## src/rtl/mips_display_scanner.sv

```systemverilog
// Display output stage for the multicycle MIPS core.
// Scans an 8-digit active-low seven-segment display with the core's PC, data
// word or control state. One button cycles the view and the other freezes a
// snapshot of the inputs while the core keeps running.
module mips_display_scanner #(
    parameter int REFRESH_DIV     = 50000,
    parameter int DEBOUNCE_CYCLES = 1000000
) (
    input  logic        clk,
    input  logic        rst,
    input  logic [31:0] pc,
    input  logic [31:0] data,
    input  logic [3:0]  state,
    input  logic        btn_view,
    input  logic        btn_freeze,
    output logic [7:0]  an,
    output logic [6:0]  seg,
    output logic        dp,
    output logic [1:0]  view
);

    localparam int PW = $clog2(REFRESH_DIV);
    localparam int CW = $clog2(DEBOUNCE_CYCLES + 1);
    localparam logic [PW-1:0] PS_LAST = PW'(REFRESH_DIV - 1);
    localparam logic [CW-1:0] DB_LAST = CW'(DEBOUNCE_CYCLES - 1);

    typedef enum logic [1:0] {
        VIEW_PC    = 2'd0,
        VIEW_DATA  = 2'd1,
        VIEW_STATE = 2'd2,
        VIEW_BAD   = 2'd3
    } view_t;

    // Bit 0 is the view button, bit 1 is the freeze button.
    logic [1:0] btn_raw;
    logic [1:0] press_pulse;

    assign btn_raw = {btn_freeze, btn_view};

    genvar gi;
    generate
        for (gi = 0; gi < 2; gi++) begin : g_btn
            logic          sync1_reg;
            logic          sync2_reg;
            logic          stable_reg;
            logic [CW-1:0] cnt_reg;

            // Two-flop synchronizer followed by a stable-level debounce counter.
            always_ff @(posedge clk) begin
                if (!rst) begin
                    sync1_reg  <= 1'b0;
                    sync2_reg  <= 1'b0;
                    stable_reg <= 1'b0;
                    cnt_reg    <= '0;
                end else begin
                    sync1_reg <= btn_raw[gi];
                    sync2_reg <= sync1_reg;
                    if (sync2_reg == stable_reg) begin
                        cnt_reg <= '0;
                    end else if (cnt_reg == DB_LAST) begin
                        stable_reg <= sync2_reg;
                        cnt_reg    <= '0;
                    end else begin
                        cnt_reg <= cnt_reg + CW'(1);
                    end
                end
            end

            // Press is flagged in the cycle whose edge moves stable from 0 to 1,
            // so downstream state reacts on the same edge the level is accepted.
            assign press_pulse[gi] = sync2_reg & ~stable_reg & (cnt_reg == DB_LAST);
        end
    endgenerate

    logic [PW-1:0] prescale_reg;
    logic [2:0]    index_reg;
    view_t         view_reg;
    logic          frozen_reg;
    logic [31:0]   snap_pc_reg;
    logic [31:0]   snap_data_reg;
    logic [3:0]    snap_state_reg;

    // Scan prescaler: each digit is driven for REFRESH_DIV cycles.
    always_ff @(posedge clk) begin
        if (!rst) begin
            prescale_reg <= '0;
            index_reg    <= 3'd0;
        end else if (prescale_reg == PS_LAST) begin
            prescale_reg <= '0;
            index_reg    <= index_reg + 3'd1;
        end else begin
            prescale_reg <= prescale_reg + PW'(1);
        end
    end

    // View FSM and freeze toggle; both pulses may act on the same edge.
    always_ff @(posedge clk) begin
        if (!rst) begin
            view_reg   <= VIEW_PC;
            frozen_reg <= 1'b0;
        end else begin
            case (view_reg)
                VIEW_PC:    if (press_pulse[0]) view_reg <= VIEW_DATA;
                VIEW_DATA:  if (press_pulse[0]) view_reg <= VIEW_STATE;
                VIEW_STATE: if (press_pulse[0]) view_reg <= VIEW_PC;
                default:    view_reg <= VIEW_PC;
            endcase
            if (press_pulse[1]) begin
                frozen_reg <= ~frozen_reg;
            end
        end
    end

    // Snapshot tracks the core while unfrozen; frozen_reg is still 0 on the
    // freezing edge, so that edge's inputs are the ones captured.
    always_ff @(posedge clk) begin
        if (!rst) begin
            snap_pc_reg    <= 32'h0;
            snap_data_reg  <= 32'h0;
            snap_state_reg <= 4'h0;
        end else if (!frozen_reg) begin
            snap_pc_reg    <= pc;
            snap_data_reg  <= data;
            snap_state_reg <= state;
        end
    end

    function automatic logic [6:0] hex7(input logic [3:0] nib);
        logic [6:0] code;
        case (nib)
            4'h0: code = 7'h40;
            4'h1: code = 7'h79;
            4'h2: code = 7'h24;
            4'h3: code = 7'h30;
            4'h4: code = 7'h19;
            4'h5: code = 7'h12;
            4'h6: code = 7'h02;
            4'h7: code = 7'h78;
            4'h8: code = 7'h00;
            4'h9: code = 7'h10;
            4'hA: code = 7'h08;
            4'hB: code = 7'h03;
            4'hC: code = 7'h46;
            4'hD: code = 7'h21;
            4'hE: code = 7'h06;
            default: code = 7'h0E;
        endcase
        return code;
    endfunction

    logic [31:0] word_sel;
    logic        blank;
    logic [3:0]  nibble;
    logic [6:0]  seg_next;

    // Select the displayed word and the nibble for the current digit.
    always_comb begin
        word_sel = snap_pc_reg;
        blank    = 1'b0;
        case (view_reg)
            VIEW_DATA: word_sel = snap_data_reg;
            VIEW_STATE: begin
                word_sel = {28'h0, snap_state_reg};
                blank    = (index_reg != 3'd0);
            end
            default: word_sel = snap_pc_reg;
        endcase
        nibble   = word_sel[{index_reg, 2'b00} +: 4];
        seg_next = blank ? 7'h7F : hex7(nibble);
    end

    logic [7:0] an_reg;
    logic [6:0] seg_reg;
    logic       dp_reg;

    // Registered display drivers; dark during reset.
    always_ff @(posedge clk) begin
        if (!rst) begin
            an_reg  <= 8'hFF;
            seg_reg <= 7'h7F;
            dp_reg  <= 1'b1;
        end else begin
            an_reg  <= ~(8'h01 << index_reg);
            seg_reg <= seg_next;
            dp_reg  <= ~(frozen_reg && (index_reg == 3'd7));
        end
    end

    assign an   = an_reg;
    assign seg  = seg_reg;
    assign dp   = dp_reg;
    assign view = view_reg;

endmodule

```

## config.mk

```make
export PLATFORM = sky130hd
export DESIGN_NAME = mips_display_scanner
export DESIGN_NICKNAME = d
export VERILOG_FILES = /design/src/rtl/mips_display_scanner.sv
export SDC_FILE = /design/constraint.sdc
export NUM_CORES = 1
export LEC_CHECK = 0
export CORE_MARGIN = 2
export CORE_UTILIZATION = 50
export DETAILED_ROUTE_END_ITERATION = 8
export MAX_ROUTING_LAYER = met4
export PLACE_DENSITY = 0.75
export RECOVER_POWER = 100
export SYNTH_ARGS = -nofsm -noshare
export SYNTH_HDL_FRONTEND = slang
export SYNTH_SLANG_ARGS = --single-unit
```

## constraint.sdc

```tcl
create_clock -name clk -period 4.9 [get_ports clk]
set_clock_uncertainty 0.2 [all_clocks]
set_input_delay 0.98 -clock clk [delete_from_list [all_inputs] [get_ports clk]]
set_output_delay 0.98 -clock clk [all_outputs]
set_load 0.02 [all_outputs]
```

==> summary.md, run 1 <==
| Metric | Value |
|---|---|
| Run status | `completed` |
| Worst slew pin tran | `1.24 ns` |
| Leakage Power | `2.89 nW` |
| Final WS setup | `1.31 ns` |
| Crit path kind | `flop to flop` |
| Pre-CTS setup slack | `1.55 ns` |
| RSZ-0062 raised after global routing | `no` |
| Final period utilization | `73.2%` |
| Post-DR wirelength/cell | `15.3 um` |
| I/O pin count | `90` |
| Post-synth top area share | `45.7%` |
| Routed Antenna Nets | `0` |
| Fin. Hold Viols | `0` |
| Drt first-iter violations | `310` |
| Area delta synth->final | `23.6%` |
| Count leader, synth | `dfxtp_1` |
| GR Layer Usage met1 | `27.7%` |
| First-pass GRT wire length | `24600 um` |
| Post_cts resized | `0` |
| Via/cell ratio | `5.32` |
| Cells after synthesis | `694` |
| Die W | `119 um` |
| # Post-CTS Setup Buffers | `0` |
| Post-Syn Nets | `787` |
| Post-DP HPWL | `10400 um` |
| Antenna violations before repair | `0` |
| Max Slew Vio Count | `0` |
| Final Wtd Congestion | `0.938` |
| DR pass1 iterations | `4` |
| Worst hold path type | `flop to flop` |
| Post-synthesis register bit count | `152` |
| Worst Path Arrival | `3.63 ns` |
| Area leader, netlist | `dfxtp_1` |
| Vias | `5116` |
| Mean area per synthesized cell | `9.59 um2` |
| Sum Neg Setup Slack | `0 ns` |
| Fin crit period | `3.59 ns` |
| Area of the die | `14300 um2` |
| GR Util met2 | `36.0%` |
| CP Data Required Time | `4.94 ns` |
| Number of global-route vias before repair | `5175` |
| Commonest cells post-synth | `dfxtp_1, nor2_1, mux2i_1` |
| M3 GR Usage | `4.84%` |
| Number of I/O port buffers | `89` |
| Fmax | `279 MHz` |
| Synth Flop Type | `dfxtp_1` |
| Slew Limit Headroom | `17.0%` |
| Cell area after synthesis | `6660 um2` |
| Yosys cell types | `54` |
| Diode count | `0` |
| Die height | `119 um` |
| Core Area | `13100 um2` |
| Residual DRC | `0` |
| Nets | `865` |
| CTS tree | `yes` |
| Row Count | `42` |
| GRT Max-Usage Layer | `met2` |
| Max reg flops | `40` |
| PwrDens | `338 nW/um2` |
| Critical Path End Type | `flop` |
| Root Buffer | `clkbuf_16` |
| Share of layout cells above drive strength 1 | `6.62%` |
| Post-synth EDFFs | `0` |
| H-tree depth | `4` |
| Clock Sinks | `152` |
| Post-synthesis sequential area ratio | `45.7%` |
| Yosys warns | `0` |
| Clock Latency Late Sink | `0.42 ns` |
| GRT Overall Usage | `22.3%` |
| # hold bufs at CTS | `0` |
| Max Buffers Root-to-Sink | `2` |
| Synth top area cells | `dfxtp_1, mux2i_1, nor2_1` |
| Initial Utilization | `50.7%` |
| Number of max-cap violations | `0` |
| TritonCTS buffer count | `17` |
| Critical Path Fanout Max | `17` |
| Post-synth ARST share | `0%` |
| VDD IR max | `0.243 mV` |
| Largest net degree at the start of global routing | `71` |
| Finish-stage setup viols | `0` |
| Total wire length | `14700 um` |
| Overflow left after global routing | `0` |
| Clock transition at path regs | `0.06 ns` |
| CP startpoint kind | `flop` |
[cell type report]
cell class | instances | area [um2]
tap | 176 | 220
fill | 1087 | 4900
clock inverter | 13 | 151
timing repair buffer | 91 | 903
clock buffer | 19 | 443
multi-input combinational | 491 | 3400
inverter | 19 | 71.3
sequential | 152 | 3050
[layer usage]
layer	vias up	part of all wire [%]
met5	-	0
met4	0	2.0
met3	28	4.1
met2	115	48
met1	2427	46
li1	2546	-
[final timing paths]
check	from	to	slack, ns	depth (start not counted)
worst max-delay path	view[0]	seg[5]	1.31	9
worst min-delay path	g_btn[1].cnt_reg[0]	g_btn[1].cnt_reg[0]	0.24	1
worst max register to register	view[0]	seg[5]	1.31	9
worst min register to register	g_btn[1].cnt_reg[0]	g_btn[1].cnt_reg[0]	0.24	1
[power breakdown]
group,total (mW),internal (mW),switching [mW],leakage (nW)
Combinational,0.176,0.0989,0.0772,1.35
Sequential,1.30,1.28,0.0217,1.25
Clock,1.31,0.809,0.499,0.289
[cell usage in the layout, fill, tap and decap left out, types with 4 or more instances in the layout]
master | netlist | final
clkdlybuf4s50_1 | 0 | 70
and2_1 | 10 | 9
o221ai_1 | 5 | 5
or3_1 | 6 | 6
nor2b_1 | 6 | 6
xnor2_1 | 22 | 22
mux2i_1 | 79 | 79
nor4b_1 | 5 | 5
clkbuf_16 | 0 | 17
o21ai_0 | 8 | 8
and3_1 | 4 | 4
nand3_1 | 25 | 25
dlygate4sd3_1 | 0 | 19
nand2b_1 | 5 | 5
nand4_1 | 15 | 15
dfxtp_1 | 152 | 151
a21oi_1 | 7 | 7
ha_1 | 21 | 21
inv_1 | 17 | 18
nor3_1 | 13 | 13
mux4_2 | 8 | 8
nor2_1 | 148 | 148
xor2_1 | 27 | 27
nand2_1 | 31 | 31
a31oi_1 | 4 | 4
clkinv_2 | 0 | 6
[kinds of logic (layout without fill, tap and decap cells)]
| group | count (synthesis) | after routing | synth area share (%) |
|---|---|---|---|
| simple gates | 279 | 279 | 19.2 |
| flops | 152 | 152 | 45.7 |
| mux | 93 | 93 | 16.3 |
| buf+inv | 51 | 142 | 3.19 |
| compound gates | 49 | 49 | 5.28 |
| xor+xnor | 49 | 49 | 6.44 |
| fa+ha+maj | 21 | 21 | 3.95 |
[metrics by stage]
| stage | util, % | power, mW | cell area (um2) | cells | hold WS (ns) |
|---|---|---|---|---|---|
| after CTS | 62.7 | 2.80 | 8240 | 961 | 0.241 |
| after global placement | 58.2 | 1.50 | 7650 | 929 | 0.224 |
| after floorplan | - | 1.41 | 6660 | 694 | 0.212 |
| final | 62.7 | 2.78 | 8230 | 961 | 0.238 |
| after global routing | 62.7 | 2.88 | 8230 | 961 | 0.268 |
| after detailed placement | 58.2 | 1.50 | 7650 | 929 | 0.232 |
[worst max-delay path: stages, from the launching register on]
cell and delay [ns]:
dfxtp_1 0.39, inv_1 0.10, ha_1 0.73, a31oi_1 0.19, mux4_2 0.48, o22ai_1 0.45
inv_1 0.18, ha_1 0.30, mux2i_1 0.17, o221ai_1 0.19
Note: power is estimated with default switching activity, not from simulation.
==> inputs of run 2 (changes only) <==
==> constraint.sdc (replaced) <==
create_clock -name clk -period 3.55 [get_ports clk]
set_clock_uncertainty 0.2 [all_clocks]
set_input_delay 0.71 -clock clk [delete_from_list [all_inputs] [get_ports clk]]
set_output_delay 0.71 -clock clk [all_outputs]
set_load 0.02 [all_outputs]
==> run 2 against run 1 <==
Effect of this change:
- the run now ends with max-capacitance violations, max-slew violations left
- first-iteration DRC count up 17%
- sequential power grew 38%
- die area is the same
- combinational power rose by 39%
==> summary.md, run 2 (synthesized netlist as in run 1, its figures left out) <==
| Metric | Value |
|---|---|
| CTS tree | `yes` |
| Number of max-cap violations | `1` |
| Row Count | `42` |
| Residual DRC | `0` |
| Overflow left after global routing | `0` |
| Worst Path Arrival | `3.39 ns` |
| Number of global-route vias before repair | `5166` |
| Fin. Hold Viols | `0` |
| First-pass GRT wire length | `24200 um` |
| Critical Path End Type | `flop` |
| Die height | `119 um` |
| Multi-input gate area | `3410 um2` |
| Drt first-iter violations | `364` |
| # Post-CTS Setup Buffers | `0` |
| Total wire length | `14600 um` |
| Worst hold path type | `flop to flop` |
| Final period utilization | `91.7%` |
| Core Area | `13100 um2` |
| Via/cell ratio | `5.29` |
| Sum Neg Setup Slack | `0 ns` |
| TritonCTS buffer count | `17` |
| Nets | `872` |
| Root Buffer | `clkbuf_16` |
| Slew Limit Headroom | `-19.5%` |
| DR pass1 iterations | `7` |
| Die W | `119 um` |
| Met3 WL post-DR | `606 um` |
| Initial Utilization | `50.7%` |
| Crit path kind | `flop to flop` |
| Leakage Power | `2.93 nW` |
| VDD IR max | `0.287 mV` |
| CP Data Required Time | `3.69 ns` |
| RSZ-0062 raised after global routing | `no` |
| Area delta synth->final | `24.4%` |
| Vias | `5115` |
| Post-DR wirelength/cell | `15.1 um` |
| Post-DP HPWL | `10600 um` |
| Most common cell after layout, fill and taps aside | `dfxtp_1` |
| Routed Antenna Nets | `0` |
| Critical Path Fanout Max | `18` |
| Hold Path Depth | `1` |
| Worst slew pin tran | `1.79 ns` |
| Run status | `finished, violations left` |
| Met1 Routed Length | `6630 um` |
| Worst hold path endpoint | `g_btn[1].sync2_reg` |
| CP startpoint kind | `flop` |
| PwrDens | `464 nW/um2` |
| Pre-CTS setup slack | `0.133 ns` |
| Diode count | `0` |
| # hold bufs at CTS | `0` |
| Met2 wire length | `7230 um` |
| Reg2reg path depth | `10` |
| Final Wtd Congestion | `0.878` |
| H-tree depth | `4` |
| Max reg flops | `40` |
| Most frequent cells in the layout | `dfxtp_1, nor2_1, mux2i_1` |
| Largest net degree at the start of global routing | `51` |
| I/O pin count | `90` |
| Worst r2r src | `view[0]` |
| Finish-stage setup viols | `0` |
| Number of I/O port buffers | `89` |
| Fin crit period | `3.25 ns` |
| Worst Hold Launch | `g_btn[1].sync1_reg` |
| Fmax | `307 MHz` |
| GRT Overall Usage | `21.9%` |
| Clock Latency Late Sink | `0.42 ns` |
| Clock transition at path regs | `0.06 ns` |
| Antenna violations before repair | `0` |
| Area of the die | `14300 um2` |
| Max Buffers Root-to-Sink | `2` |
| Top routing layer in use | `met4` |
| Max Slew Vio Count | `33` |
| Final WS setup | `0.296 ns` |
| Worst r2r dst | `seg[3]` |
| Failing checks | `max-capacitance violations, max-slew violations` |
| Register area | `3040 um2` |
| Clock Sinks | `152` |
| Share of layout cells above drive strength 1 | `7.21%` |
| # fillers | `1073` |
| Reg-to-reg slack, setup | `0.30 ns` |
[run 2: report_power, final]
| part | total (mW) | leakage (nW) | switching, mW | internal, mW |
|---|---|---|---|---|
| Combinational | 0.244 | 1.38 | 0.107 | 0.137 |
| Sequential | 1.80 | 1.25 | 0.0316 | 1.76 |
| Clock | 1.80 | 0.298 | 0.665 | 1.14 |
[run 2: worst max-delay path by stage]
stage,from,end,slack [ns]
finish,view[0],seg[3],0.30
global route,view[1],seg[3],0.04
CTS,view[0],seg[3],0.11
detailed placement,view[0],seg[3],0.13
global placement,view[0],seg[3],0.30
floorplan,view[0],seg[3],0.43
[run 2: layout make-up]
type                            instances  share of cell area (%)
Multi-Input combinational cell        491                    41.1
Clock inverter                          7                    1.07
Inverter                               19                   0.861
Clock buffer                           24                    6.18
Tap cell                              176                    2.66
Sequential cell                       152                    36.7
Timing Repair Buffer                   98                    11.4
[run 2: layer usage]
| layer | vias to the layer above | track usage [%] |
|---|---|---|
| met5 | - | - |
| met4 | 0 | 6.40 |
| met3 | 15 | 5.51 |
| met2 | 108 | 36.1 |
| met1 | 2439 | 26.8 |
| li1 | 2553 | - |
[run 2: worst max-delay path: stages, from the launching register on]
cell and delay (ns):
dfxtp_1 0.39, inv_1 0.11, ha_2 0.60, a31oi_1 0.17, mux4_2 0.49, o22ai_2 0.32, inv_1 0.14, ha_1 0.34
nor3_1 0.19, a21oi_1 0.07, o211ai_1 0.16
[run 2: what timing repair did]
action,CTS,global route
hold endpoints to repair,0,0
endpoints found under the setup margin,0,6
resized for setup,0,1
[run 2: metrics by stage]
stage | instances | power (mW) | hold WS [ns] | utilization (%) | area, um2
after floorplan | 694 | 1.94 | 0.212 | - | 6660
after global placement | 936 | 2.07 | 0.217 | 58.6 | 7700
after detailed placement | 936 | 2.08 | 0.223 | 58.6 | 7700
after CTS | 967 | 3.88 | 0.237 | 63.2 | 8300
after global routing | 967 | 3.97 | 0.255 | 63.1 | 8280
final | 967 | 3.84 | 0.232 | 63.1 | 8280
==> inputs of run 3 (changes only) <==
--- a/config.mk
+++ b/config.mk
@@ -7,10 +7,12 @@
 export LEC_CHECK = 0
 export CORE_MARGIN = 2
 export CORE_UTILIZATION = 50
+export CTS_BUF_LIST = sky130_fd_sc_hd__clkbuf_16
 export DETAILED_ROUTE_END_ITERATION = 8
 export MAX_ROUTING_LAYER = met4
 export PLACE_DENSITY = 0.75
 export RECOVER_POWER = 100
+export REMOVE_ABC_BUFFERS = 1
 export SYNTH_ARGS = -nofsm -noshare
 export SYNTH_HDL_FRONTEND = slang
 export SYNTH_SLANG_ARGS = --single-unit
==> run 3 against run 2 <==
Effect of this change:
- combinational power is essentially flat
- critical path type unchanged
- sequential share of layout area grew 0.054 points
- critical path depth is the same
- count of clock-buffer cells in the layout shrank 7
- clock power grew 2%
- via count grew 0.35%
- the flow still finishes with violations (max-capacitance violations, max-slew violations)
- cell area shrank 0.11%
- maximum frequency shrank 1.9%
- critical endpoint unchanged
- routed wire length shrank 3.0%
- global-route usage shrank 1.1 points
==> summary.md, run 3 (synthesized netlist as in run 1, its figures left out) <==
| Metric | Value |
|---|---|
| Failing checks | `max-capacitance violations, max-slew violations` |
| Residual DRC | `0` |
| Critical Path Fanout Max | `16` |
| Worst r2r src | `view[0]` |
| CP Data Required Time | `3.69 ns` |
| Via/cell ratio | `5.32` |
| TritonCTS buffer count | `17` |
| Worst Path Arrival | `3.46 ns` |
| Run status | `finished, violations left` |
| Worst hold path type | `flop to flop` |
| Area delta synth->final | `24.3%` |
| Critical Path End Type | `flop` |
| DR pass1 iterations | `5` |
| Reg-to-reg slack, setup | `0.23 ns` |
| Overflow left after global routing | `0` |
| Die height | `119 um` |
| Share of layout cells above drive strength 1 | `6.85%` |
| Clock transition at path regs | `0.06 ns` |
| Worst slew pin tran | `2.12 ns` |
| # fillers | `1062` |
| Final non-filler cell area | `8280 um2` |
| Area of the die | `14300 um2` |
| Reg2reg path depth | `10` |
| CTS tree | `yes` |
| Fin crit period | `3.32 ns` |
| I/O pin count | `90` |
| Register area | `3040 um2` |
| Die W | `119 um` |
| CP endpoint | `seg[3]` |
| Number of max-cap violations | `1` |
| Nets | `868` |
| Crit. Startpoint | `view[0]` |
| Most frequent cells in the layout | `dfxtp_1, nor2_1, mux2i_1` |
| Crit path kind | `flop to flop` |
| Slew Limit Headroom | `-41.2%` |
| Diode count | `0` |
| Sum Neg Setup Slack | `0 ns` |
| Final Wtd Congestion | `0.913` |
| Number of global-route vias before repair | `4915` |
| CP startpoint kind | `flop` |
| Core Area | `13100 um2` |
| Fin. Hold Viols | `0` |
| Worst r2r dst | `seg[3]` |
| RSZ-0062 raised after global routing | `no` |
| PwrDens | `469 nW/um2` |
| H-tree depth | `4` |
| Clock Latency Late Sink | `0.41 ns` |
| First-pass GRT wire length | `23000 um` |
| Initial Utilization | `50.7%` |
| Post-DP HPWL | `10200 um` |
| Post-DR wirelength/cell | `14.7 um` |
| Max reg flops | `40` |
| GRT Overall Usage | `20.8%` |
| # Post-CTS Setup Buffers | `0` |
| Finish-stage setup viols | `0` |
| Multi-input gate area | `3400 um2` |
| Drt first-iter violations | `363` |
| Clock Sinks | `152` |
| Vias | `5133` |
| Max Buffers Root-to-Sink | `2` |
| Post_cts resized | `0` |
| Max Slew Vio Count | `71` |
| Fmax | `301 MHz` |
| Number of I/O port buffers | `89` |
| Final period utilization | `93.5%` |
| Routed Antenna Nets | `0` |
| Total wire length | `14200 um` |
| Row Count | `42` |
| Root Buffer | `clkbuf_16` |
| Post-DP Area | `7670 um2` |
| Largest net degree at the start of global routing | `71` |
| Leakage Power | `2.92 nW` |
| Antenna violations before repair | `0` |
| Most common cell after layout, fill and taps aside | `dfxtp_1` |
| VDD IR max | `0.401 mV` |
| # hold bufs at CTS | `0` |
run 3: changes by cell type in the layout (fill, tap and decap cells not counted), sizes merged:
cell	previous run	this run
clkbuf	29	18
clkinv	4	10
bufinv	2	4
run 3: area by class of cell:
cell class | instances | share of cell area [%]
clock buffer | 17 | 5.14
clock inverter | 15 | 2.24
inverter | 19 | 0.862
multi-input combinational | 491 | 41.1
sequential | 152 | 36.8
tap | 176 | 2.66
timing repair buffer | 94 | 11.2
run 3: layer usage:
metal,GRT usage (%),routed length [um]
met2,34.6,7130
met3,4.69,600
met5,-,0
met1,25.1,6320
met4,6.99,146
run 3: worst min-delay path by stage:
stage	slack [ns]	end	depth (start not counted)	start
floorplan	0.21	g_btn[0].sync2_reg	1	g_btn[0].sync1_reg
global placement	0.22	g_btn[0].sync2_reg	1	g_btn[0].sync1_reg
detailed placement	0.23	g_btn[1].sync2_reg	1	g_btn[1].sync1_reg
CTS	0.24	g_btn[1].cnt_reg[0]	1	g_btn[1].cnt_reg[0]
global route	0.26	g_btn[1].cnt_reg[0]	1	g_btn[1].cnt_reg[0]
finish	0.24	g_btn[1].sync2_reg	1	g_btn[1].sync1_reg
run 3: metrics by stage:
step / total power, mW / setup WS (ns) / utilization, % / hold WS (ns) / cells
2_1_floorplan: 1.94 / 0.226 / - / 0.212 / 662
4_1_cts: 3.92 / 0.219 / 63.0 / 0.241 / 964
3_5_place_dp: 2.08 / 0.225 / 58.4 / 0.229 / 932
6_report: 3.88 / 0.232 / 63.0 / 0.237 / 964
3_3_place_gp: 2.07 / 0.427 / 58.4 / 0.222 / 932
5_1_grt: 4.01 / 0.0182 / 63.0 / 0.261 / 964
run 3: where the power goes:
group	switching, mW	total, mW	internal [mW]	leakage [nW]
Combinational	0.107	0.244	0.137	1.37
Clock	0.677	1.84	1.16	0.303
Sequential	0.0305	1.79	1.76	1.25
Total	0.815	3.88	3.07	2.92
run 3: worst max-delay path, cell delays in order, from the launching register on:
cell and delay, ns:
dfxtp_1 0.38, inv_1 0.10, ha_1 0.69, a31oi_1 0.18
mux4_2 0.49, o22ai_2 0.30, inv_1 0.15, ha_1 0.34
nor3_1 0.19, a21oi_1 0.07, o211ai_1 0.15
